## src/rtl/conv_pkg.sv

```systemverilog
// Shared helpers for the KxK convolution MAC: accumulator sizing,
// tap indexing, rounding right-shift and signed saturation.
// Arithmetic helpers work on a wide signed container so one definition
// serves every parameterisation; callers narrow the result themselves.
package conv_pkg;

  localparam int unsigned CalcW = 64;

  typedef logic signed [CalcW-1:0] calc_t;

  // Accumulator width that cannot overflow for K*K full-scale products.
  function automatic int unsigned acc_width(int unsigned k, int unsigned dw, int unsigned ww);
    return dw + ww + 1 + $clog2(k * k);
  endfunction

  // LSB of tap t inside a flat bus of w-bit lanes.
  function automatic int unsigned tap_lsb(int unsigned t, int unsigned w);
    return t * w;
  endfunction

  // Round-half-up arithmetic right shift. Shifts at or beyond the
  // accumulator width collapse to the sign (0 or -1).
  function automatic calc_t round_shift(calc_t v, int unsigned sh, int unsigned acc_w);
    calc_t half;
    if (sh == 0) begin
      return v;
    end
    if (sh >= acc_w) begin
      return v[CalcW-1] ? '1 : '0;
    end
    half = calc_t'(1) <<< (sh - 1);
    return (v + half) >>> sh;
  endfunction

  // Clamp to the signed ow-bit range.
  function automatic calc_t saturate(calc_t v, int unsigned ow);
    calc_t hi;
    calc_t lo;
    hi = (calc_t'(1) <<< (ow - 1)) - calc_t'(1);
    lo = -(calc_t'(1) <<< (ow - 1));
    if (v > hi) begin
      return hi;
    end
    if (v < lo) begin
      return lo;
    end
    return v;
  endfunction

endpackage

```

## src/rtl/conv_mac_pipe_if.sv

```systemverilog
// Handshake/config bundle for conv_mac_pipe. The master side (window
// generator + controller) drives windows and config; the slave side is
// the MAC pipeline.
interface conv_mac_pipe_if #(
  parameter int unsigned K   = 3,
  parameter int unsigned DW  = 8,
  parameter int unsigned WW  = 8,
  parameter int unsigned BW  = 16,
  parameter int unsigned OW  = 8,
  parameter int unsigned SHW = 5
);

  logic                i_cfg_load;
  logic [K*K*WW-1:0]   i_weight;
  logic [BW-1:0]       i_bias;
  logic [SHW-1:0]      i_shift;
  logic                o_cfg_ready;
  logic [K*K*DW-1:0]   i_pixel_data;
  logic                i_pixel_data_valid;
  logic                o_pixel_ready;
  logic [OW-1:0]       o_convolved_data;
  logic                o_convolved_valid;
  logic                i_out_ready;

  modport master (
    output i_cfg_load, i_weight, i_bias, i_shift,
    output i_pixel_data, i_pixel_data_valid, i_out_ready,
    input  o_cfg_ready, o_pixel_ready, o_convolved_data, o_convolved_valid
  );

  modport slave (
    input  i_cfg_load, i_weight, i_bias, i_shift,
    input  i_pixel_data, i_pixel_data_valid, i_out_ready,
    output o_cfg_ready, o_pixel_ready, o_convolved_data, o_convolved_valid
  );

endinterface

```

## src/rtl/conv_adder_tree.sv

```systemverilog
// Registered signed reduction of N products into one accumulator-width
// sum. One pipeline stage; holds its contents while en_i is low.
module conv_adder_tree
  import conv_pkg::*;
#(
  parameter int unsigned N  = 9,
  parameter int unsigned PW = 17,
  parameter int unsigned AW = 21
) (
  input  logic                 clk_i,
  input  logic                 rst_ni,
  input  logic                 en_i,
  input  logic                 valid_i,
  input  logic [N*PW-1:0]      prod_i,
  output logic                 valid_o,
  output logic signed [AW-1:0] sum_o
);

  logic                 valid_q, valid_d;
  logic signed [AW-1:0] sum_q, sum_d;
  logic signed [AW-1:0] tree;

  // Sign-extend every product and add them up
  always_comb begin
    tree = '0;
    for (int unsigned t = 0; t < N; t++) begin
      tree = tree + AW'($signed(prod_i[tap_lsb(t, PW) +: PW]));
    end
  end

  // Advance only when the pipeline is not stalled
  always_comb begin
    valid_d = valid_q;
    sum_d   = sum_q;
    if (en_i) begin
      valid_d = valid_i;
      sum_d   = tree;
    end
  end

  // Stage register
  always_ff @(posedge clk_i or negedge rst_ni) begin
    if (!rst_ni) begin
      valid_q <= 1'b0;
      sum_q   <= '0;
    end else begin
      valid_q <= valid_d;
      sum_q   <= sum_d;
    end
  end

  assign valid_o = valid_q;
  assign sum_o   = sum_q;

endmodule

```

## src/rtl/conv_mac_pipe.sv

```systemverilog
// KxK convolution MAC: multiply -> adder tree -> bias/round/saturate.
// Three register stages, one window per cycle, whole-pipe stall when the
// output is held. Config bank loads only while the pipe is empty.
// Build option: define CONV_RELU_EN to clamp negative results to zero.
module conv_mac_pipe
  import conv_pkg::*;
#(
  parameter int unsigned K   = 3,
  parameter int unsigned DW  = 8,
  parameter int unsigned WW  = 8,
  parameter int unsigned BW  = 16,
  parameter int unsigned OW  = 8,
  parameter int unsigned SHW = 5
) (
  input logic            i_clk,
  input logic            i_rst,
  conv_mac_pipe_if.slave bus
);

  localparam int unsigned N     = K * K;
  localparam int unsigned PW    = DW + WW + 1;
  localparam int unsigned ACC_W = acc_width(K, DW, WW);

  logic stall;
  logic accept;
  logic cfg_do;

  logic [N*WW-1:0]  weight_q, weight_d;
  logic [BW-1:0]    bias_q, bias_d;
  logic [SHW-1:0]   shift_q, shift_d;

  logic             s1_valid_q, s1_valid_d;
  logic [N*PW-1:0]  prod_q, prod_d;

  logic                    s2_valid;
  logic signed [ACC_W-1:0] s2_sum;

  logic             out_valid_q, out_valid_d;
  logic [OW-1:0]    out_data_q, out_data_d;

  logic signed [ACC_W-1:0] biased;
  calc_t                   rounded;
  logic signed [OW-1:0]    clamped;
  logic [OW-1:0]           result;

  // A held output freezes every stage, so no bubble is ever squeezed out
  assign stall             = out_valid_q & ~bus.i_out_ready;
  assign bus.o_pixel_ready = ~stall & ~bus.i_cfg_load;
  assign accept            = bus.i_pixel_data_valid & bus.o_pixel_ready;
  assign bus.o_cfg_ready   = ~(s1_valid_q | s2_valid | out_valid_q);
  assign cfg_do            = bus.i_cfg_load & bus.o_cfg_ready;

  // Config bank next state
  always_comb begin
    weight_d = weight_q;
    bias_d   = bias_q;
    shift_d  = shift_q;
    if (cfg_do) begin
      weight_d = bus.i_weight;
      bias_d   = bus.i_bias;
      shift_d  = bus.i_shift;
    end
  end

  // Stage 1: per-tap unsigned pixel x signed weight
  always_comb begin
    s1_valid_d = s1_valid_q;
    prod_d     = prod_q;
    if (!stall) begin
      s1_valid_d = accept;
      if (accept) begin
        for (int unsigned t = 0; t < N; t++) begin
          prod_d[tap_lsb(t, PW) +: PW] =
            PW'($signed({1'b0, bus.i_pixel_data[tap_lsb(t, DW) +: DW]})) *
            PW'($signed(weight_q[tap_lsb(t, WW) +: WW]));
        end
      end
    end
  end

  // Stage 2 lives in the adder tree
  conv_adder_tree #(
    .N  (N),
    .PW (PW),
    .AW (ACC_W)
  ) u_tree (
    .clk_i   (i_clk),
    .rst_ni  (i_rst),
    .en_i    (~stall),
    .valid_i (s1_valid_q),
    .prod_i  (prod_q),
    .valid_o (s2_valid),
    .sum_o   (s2_sum)
  );

  // Stage 3 datapath: bias, round-shift, saturate, optional ReLU
  always_comb begin
    biased  = s2_sum + ACC_W'($signed(bias_q));
    rounded = round_shift(calc_t'(biased), 32'(shift_q), ACC_W);
    clamped = OW'(saturate(rounded, OW));
    result  = clamped;
`ifdef CONV_RELU_EN
    if (clamped[OW-1]) begin
      result = '0;
    end
`else
`endif
  end

  // Output register next state; data only moves with a valid result
  always_comb begin
    out_valid_d = out_valid_q;
    out_data_d  = out_data_q;
    if (!stall) begin
      out_valid_d = s2_valid;
      if (s2_valid) begin
        out_data_d = result;
      end
    end
  end

  // All pipeline and bank state
  always_ff @(posedge i_clk or negedge i_rst) begin
    if (!i_rst) begin
      weight_q    <= '0;
      bias_q      <= '0;
      shift_q     <= '0;
      s1_valid_q  <= 1'b0;
      prod_q      <= '0;
      out_valid_q <= 1'b0;
      out_data_q  <= '0;
    end else begin
      weight_q    <= weight_d;
      bias_q      <= bias_d;
      shift_q     <= shift_d;
      s1_valid_q  <= s1_valid_d;
      prod_q      <= prod_d;
      out_valid_q <= out_valid_d;
      out_data_q  <= out_data_d;
    end
  end

  assign bus.o_convolved_valid = out_valid_q;
  assign bus.o_convolved_data  = out_data_q;

endmodule
```

## src/flat_wrapper.sv

```systemverilog
// flat-port wrapper written by rule: the top's interface ports become plain ports
module conv_mac_pipe_flat import conv_pkg::*;
#(
  parameter int unsigned K   = 3,
  parameter int unsigned DW  = 8,
  parameter int unsigned WW  = 8,
  parameter int unsigned BW  = 16,
  parameter int unsigned OW  = 8,
  parameter int unsigned SHW = 5
)
  (i_clk, i_rst, bus_i_cfg_load, bus_i_weight, bus_i_bias, bus_i_shift, bus_i_pixel_data, bus_i_pixel_data_valid, bus_i_out_ready, bus_o_cfg_ready, bus_o_pixel_ready, bus_o_convolved_data, bus_o_convolved_valid);
  conv_mac_pipe_if #(.K(K), .DW(DW), .WW(WW), .BW(BW), .OW(OW), .SHW(SHW)) bus_i ();
  input logic i_clk;
  input logic i_rst;
  input wire logic [$bits(bus_i.i_cfg_load)-1:0] bus_i_cfg_load;
  input wire logic [$bits(bus_i.i_weight)-1:0] bus_i_weight;
  input wire logic [$bits(bus_i.i_bias)-1:0] bus_i_bias;
  input wire logic [$bits(bus_i.i_shift)-1:0] bus_i_shift;
  input wire logic [$bits(bus_i.i_pixel_data)-1:0] bus_i_pixel_data;
  input wire logic [$bits(bus_i.i_pixel_data_valid)-1:0] bus_i_pixel_data_valid;
  input wire logic [$bits(bus_i.i_out_ready)-1:0] bus_i_out_ready;
  output wire logic [$bits(bus_i.o_cfg_ready)-1:0] bus_o_cfg_ready;
  output wire logic [$bits(bus_i.o_pixel_ready)-1:0] bus_o_pixel_ready;
  output wire logic [$bits(bus_i.o_convolved_data)-1:0] bus_o_convolved_data;
  output wire logic [$bits(bus_i.o_convolved_valid)-1:0] bus_o_convolved_valid;
  assign bus_i.i_cfg_load = bus_i_cfg_load;
  assign bus_i.i_weight = bus_i_weight;
  assign bus_i.i_bias = bus_i_bias;
  assign bus_i.i_shift = bus_i_shift;
  assign bus_i.i_pixel_data = bus_i_pixel_data;
  assign bus_i.i_pixel_data_valid = bus_i_pixel_data_valid;
  assign bus_i.i_out_ready = bus_i_out_ready;
  assign bus_o_cfg_ready = bus_i.o_cfg_ready;
  assign bus_o_pixel_ready = bus_i.o_pixel_ready;
  assign bus_o_convolved_data = bus_i.o_convolved_data;
  assign bus_o_convolved_valid = bus_i.o_convolved_valid;
  conv_mac_pipe #(.K(K), .DW(DW), .WW(WW), .BW(BW), .OW(OW), .SHW(SHW)) u_core (.i_clk(i_clk), .i_rst(i_rst), .bus(bus_i));
endmodule
```

## config.mk

```make
export PLATFORM = sky130hd
export DESIGN_NAME = conv_mac_pipe_flat
export DESIGN_NICKNAME = d
export VERILOG_FILES = /design/src/rtl/conv_pkg.sv /design/src/rtl/conv_mac_pipe_if.sv /design/src/rtl/conv_adder_tree.sv /design/src/rtl/conv_mac_pipe.sv /design/src/flat_wrapper.sv
export SDC_FILE = /design/constraint.sdc
export NUM_CORES = 2
export LEC_CHECK = 0
export BUFFER_PORTS_ARGS = -buffer_cell sky130_fd_sc_hd__buf_4
export CELL_PAD_IN_SITES_DETAIL_PLACEMENT = 1
export CELL_PAD_IN_SITES_GLOBAL_PLACEMENT = 2
export CORE_MARGIN = 2
export CORE_UTILIZATION = 25
export DETAILED_ROUTE_END_ITERATION = 8
export GPL_ROUTABILITY_DRIVEN = 0
export PLACE_DENSITY = 0.53
export SLEW_MARGIN = 10
export SYNTH_ARGS = -nofsm -noshare
export SYNTH_HDL_FRONTEND = slang
export SYNTH_HIERARCHICAL = 1
export SYNTH_SLANG_ARGS = --single-unit
```

## constraint.sdc

```tcl
create_clock -name i_clk -period 18.9 [get_ports i_clk]
set_input_delay 0.945 -clock i_clk [delete_from_list [all_inputs] [get_ports i_clk]]
set_output_delay 0.945 -clock i_clk [all_outputs]
set_load 0.005 [all_outputs]
```

==> run_results.csv <==
group,metric,value,unit
status,status,"completed",
critical_path,cp-start-kind,"register",
drt,avgViaCountPerCell,4.607,
grt,antenna_found_initial,2,
final_layout,nets,5553,
synthesis,synth_flop_cell,"dfrtp_1",
critical_path,critPathMaxStageDelay,640,ps
hold_path,hp-class,"in2async",
clocking,cts-htree-levels,2,
grt,grt_pass1_wl,209500,um
critical_path,path_buf_inv,3,
clocking,clk_latency,630,ps
critical_path,r2r_slack,11270,ps
timing,period_needed,7628,ps
placement,dpl.hpwl,109700,um
final_layout,mostFrequentLayoutCells,"inv_1, nand2_1, ha_1",
timing,setup_slack,11270,ps
clocking,numCtsBuffers,43,
drt,routed_wl,133700,um
final_layout,fillers,18030,
final_layout,mostFrequentLayoutCell,"inv_1",
synthesis,synthTopCellsByArea,"fa_1, dfrtp_1, ha_1",
synthesis,synth_top_area_frac,0.2336,
synthesis,synthArstFlopShare,1.000,
timing,hold_violations,0,
critical_path,crit_required,19410,ps
synthesis,synthesis.nets,5432,
placement,port_buffers,180,
drt,drt_iter0_drc,1247,
drt,route.vias.total,30200,
grt,grtUsageTotal,0.1706,
floorplanning,pin_count,181,
timing,post-route-period-util,0.4036,
critical_path,crit_path_frequent_cell,"a2111oi_0",
critical_path,rr_endpoint,"u_core/bus.o_convolved_data[0]",
clocking,path_clk_slew,60,ps
clocking,post_cts_buffers,0,
clocking,cts-root-buf,"clkbuf_16",
critical_path,worstPathMaxFanout,24,
timing,clock.fmax,131.1,MHz
synthesis,synth_top_cell_by_area,"fa_1",
critical_path,r2r_cells,25,
timing,finalSetupViolCount,0,
final_layout,drive_above_1_share,0.1032,
synthesis,syn-cell-area,39170,um2
critical_path,crit-reg2reg-launch,"u_core/bias_q[0]",
final_layout,area_growth,13.09,%
timing,tns,0,ps
floorplanning,start_util,0.2513,
drt,drcViolationCount,0,
synthesis,synth-edff-count,0,
timing,slew_headroom,0.2937,
grt,grt_pass1_vias,33620,
floorplanning,rows,145,
floorplanning,dieArea,159900,um2
timing,finClkSkew,39.65,ps
synthesis,yosysSeqAreaShare,0.1776,
timing,slew_viol_final,0,
synthesis,synth_warnings,6,
synthesis,ys_ff_latch,278,
floorplanning,die_y,399.8,um
drt,firstDrtPassIters,5,
critical_path,crit_slowest_cell,"ha_1",
synthesis,syn_avg_cell_area,9.019,um2
drt,wl_per_cell,20.40,um
floorplanning,die_x,399.8,um
clocking,cts_hold_buf,0,
drt,drtAntennaViolNets,0,
clocking,cts_buffer_depth,3,
floorplanning,core,155800,um2
synthesis,synthDistinctLibCells,102,
clocking,cts_resized,0,
clocking,cts_tree,"done",
run,maxCapViolations,0,
critical_path,critPathKind,"reg2reg",
critical_path,end_kind,"register",
grt,grt_max_degree,126,
timing,tightest_slew,1059,ps
critical_path,cp.arrival,8140,ps
grt,grt_overflow_total,0,
timing,rsz0062_at_grt,"no",
critical_path,path_delay_family,"compound AO/OA/AOI/OAI gates",
clocking,cts.sinks,278,
placement,dp_slack,11330,ps
synthesis,syn_inst,4343,
[worst register-to-register path, cell delays in order, from the launching register on]
cell       delay [ps]
dfrtp_1           350
ha_1              200
inv_1              70
fa_1              390
nand2b_1          180
a21oi_1           310
o2111ai_1         230
nor4bb_1          190
nor3_2            200
buf_4             280
inv_2             310
ha_1              650
nand2_1           230
nor2_1            260
a32oi_1           290
a2111oi_0         630
nor2_1            150
xnor2_1           400
mux2i_1           240
a2111oi_0         520
a211o_1           220
nand4_1           110
a2111oi_0         400
nand4_1           170
o31a_1            410
o22ai_1           160
[worst max-delay path by stage]
stage,startpoint,endpoint,cells after the start
6_report,u_core/bias_q[0],u_core/bus.o_convolved_data[0],25
3_5_place_dp,u_core/u_tree/sum_o[0],u_core/bus.o_convolved_data[2],25
2_1_floorplan,u_core/shift_q[1],u_core/bus.o_convolved_data[6],26
3_3_place_gp,u_core/bias_q[0],u_core/bus.o_convolved_data[6],25
5_1_grt,u_core/u_tree/sum_o[0],u_core/bus.o_convolved_data[4],25
4_1_cts,u_core/u_tree/sum_o[0],u_core/bus.o_convolved_data[2],25
[logic make-up after synthesis]
logic type	synth area share
buffers and inverters	0.08155
adder cells (fa/ha/maj)	0.3811
XOR/XNOR	0.03220
AND/OR/NAND/NOR	0.1518
AO/OA/AOI/OAI	0.1240
multiplexers	0.05172
flip-flops	0.1776
[layer usage]
layer | vias up | track usage | share of wire
met5 | - | 0 | 0.000097
met4 | 2 | 0.04015 | 0.023
met3 | 128 | 0.01576 | 0.024
met2 | 357 | 0.2904 | 0.48
met1 | 15250 | 0.2324 | 0.47
li1 | 14470 | - | -
[synthesized netlist by cell type, types with 25 or more instances]
| cell | n |
|---|---|
| a211oi_1 | 28 |
| a21o_1 | 48 |
| a21oi_1 | 176 |
| and2_1 | 318 |
| clkbuf_1 | 104 |
| dfrtp_1 | 278 |
| fa_1 | 457 |
| ha_1 | 462 |
| inv_1 | 709 |
| mux2_2 | 141 |
| mux2i_1 | 28 |
| nand2_1 | 492 |
| nand2b_1 | 77 |
| nand3_1 | 37 |
| nor2_1 | 174 |
| nor3_1 | 29 |
| o21ai_0 | 233 |
| o21bai_1 | 30 |
| o31ai_1 | 25 |
| xnor2_1 | 105 |
| xor2_1 | 39 |
[layout make-up]
class	count	area [um2]	area share
Antenna cell	3	7.507	0.0001695
Clock buffer	54	1220	0.02754
Clock inverter	21	271.5	0.006129
Inverter	712	2673	0.06033
Multi-Input combinational cell	3223	29030	0.6553
Sequential cell	278	6957	0.1570
Tap cell	2058	2575	0.05813
Timing Repair Buffer	206	1567	0.03536
[state kept, by name, summed over array words and instances (netlist names)]
name                          count
u_core/prod_q                   153
u_core/bus.o_convolved_data       8
u_core/bus.o_convolved_valid      1
u_core/weight_q                  72
u_core/shift_q                    5
u_core/s1_valid_q                 1
u_core/u_tree/valid_o             1
u_core/u_tree/sum_o              21
u_core/bias_q                    16
[stage by stage]
step | hold WS, ps | cell area, um2 | std cells | util
floorplan | 448.5 | 39170 | 4343 | -
global placement | 462.8 | 42800 | 6477 | 0.2746
detailed placement | 474.8 | 42800 | 6477 | 0.2746
CTS | 379.3 | 44290 | 6552 | 0.2842
global route | 423.6 | 44290 | 6552 | 0.2842
finish | 382.1 | 44300 | 6555 | 0.2843
Power is left out: the tool's default activity adds up to more than one toggle a clock period on the data nets, which glitch-free logic cannot reach.
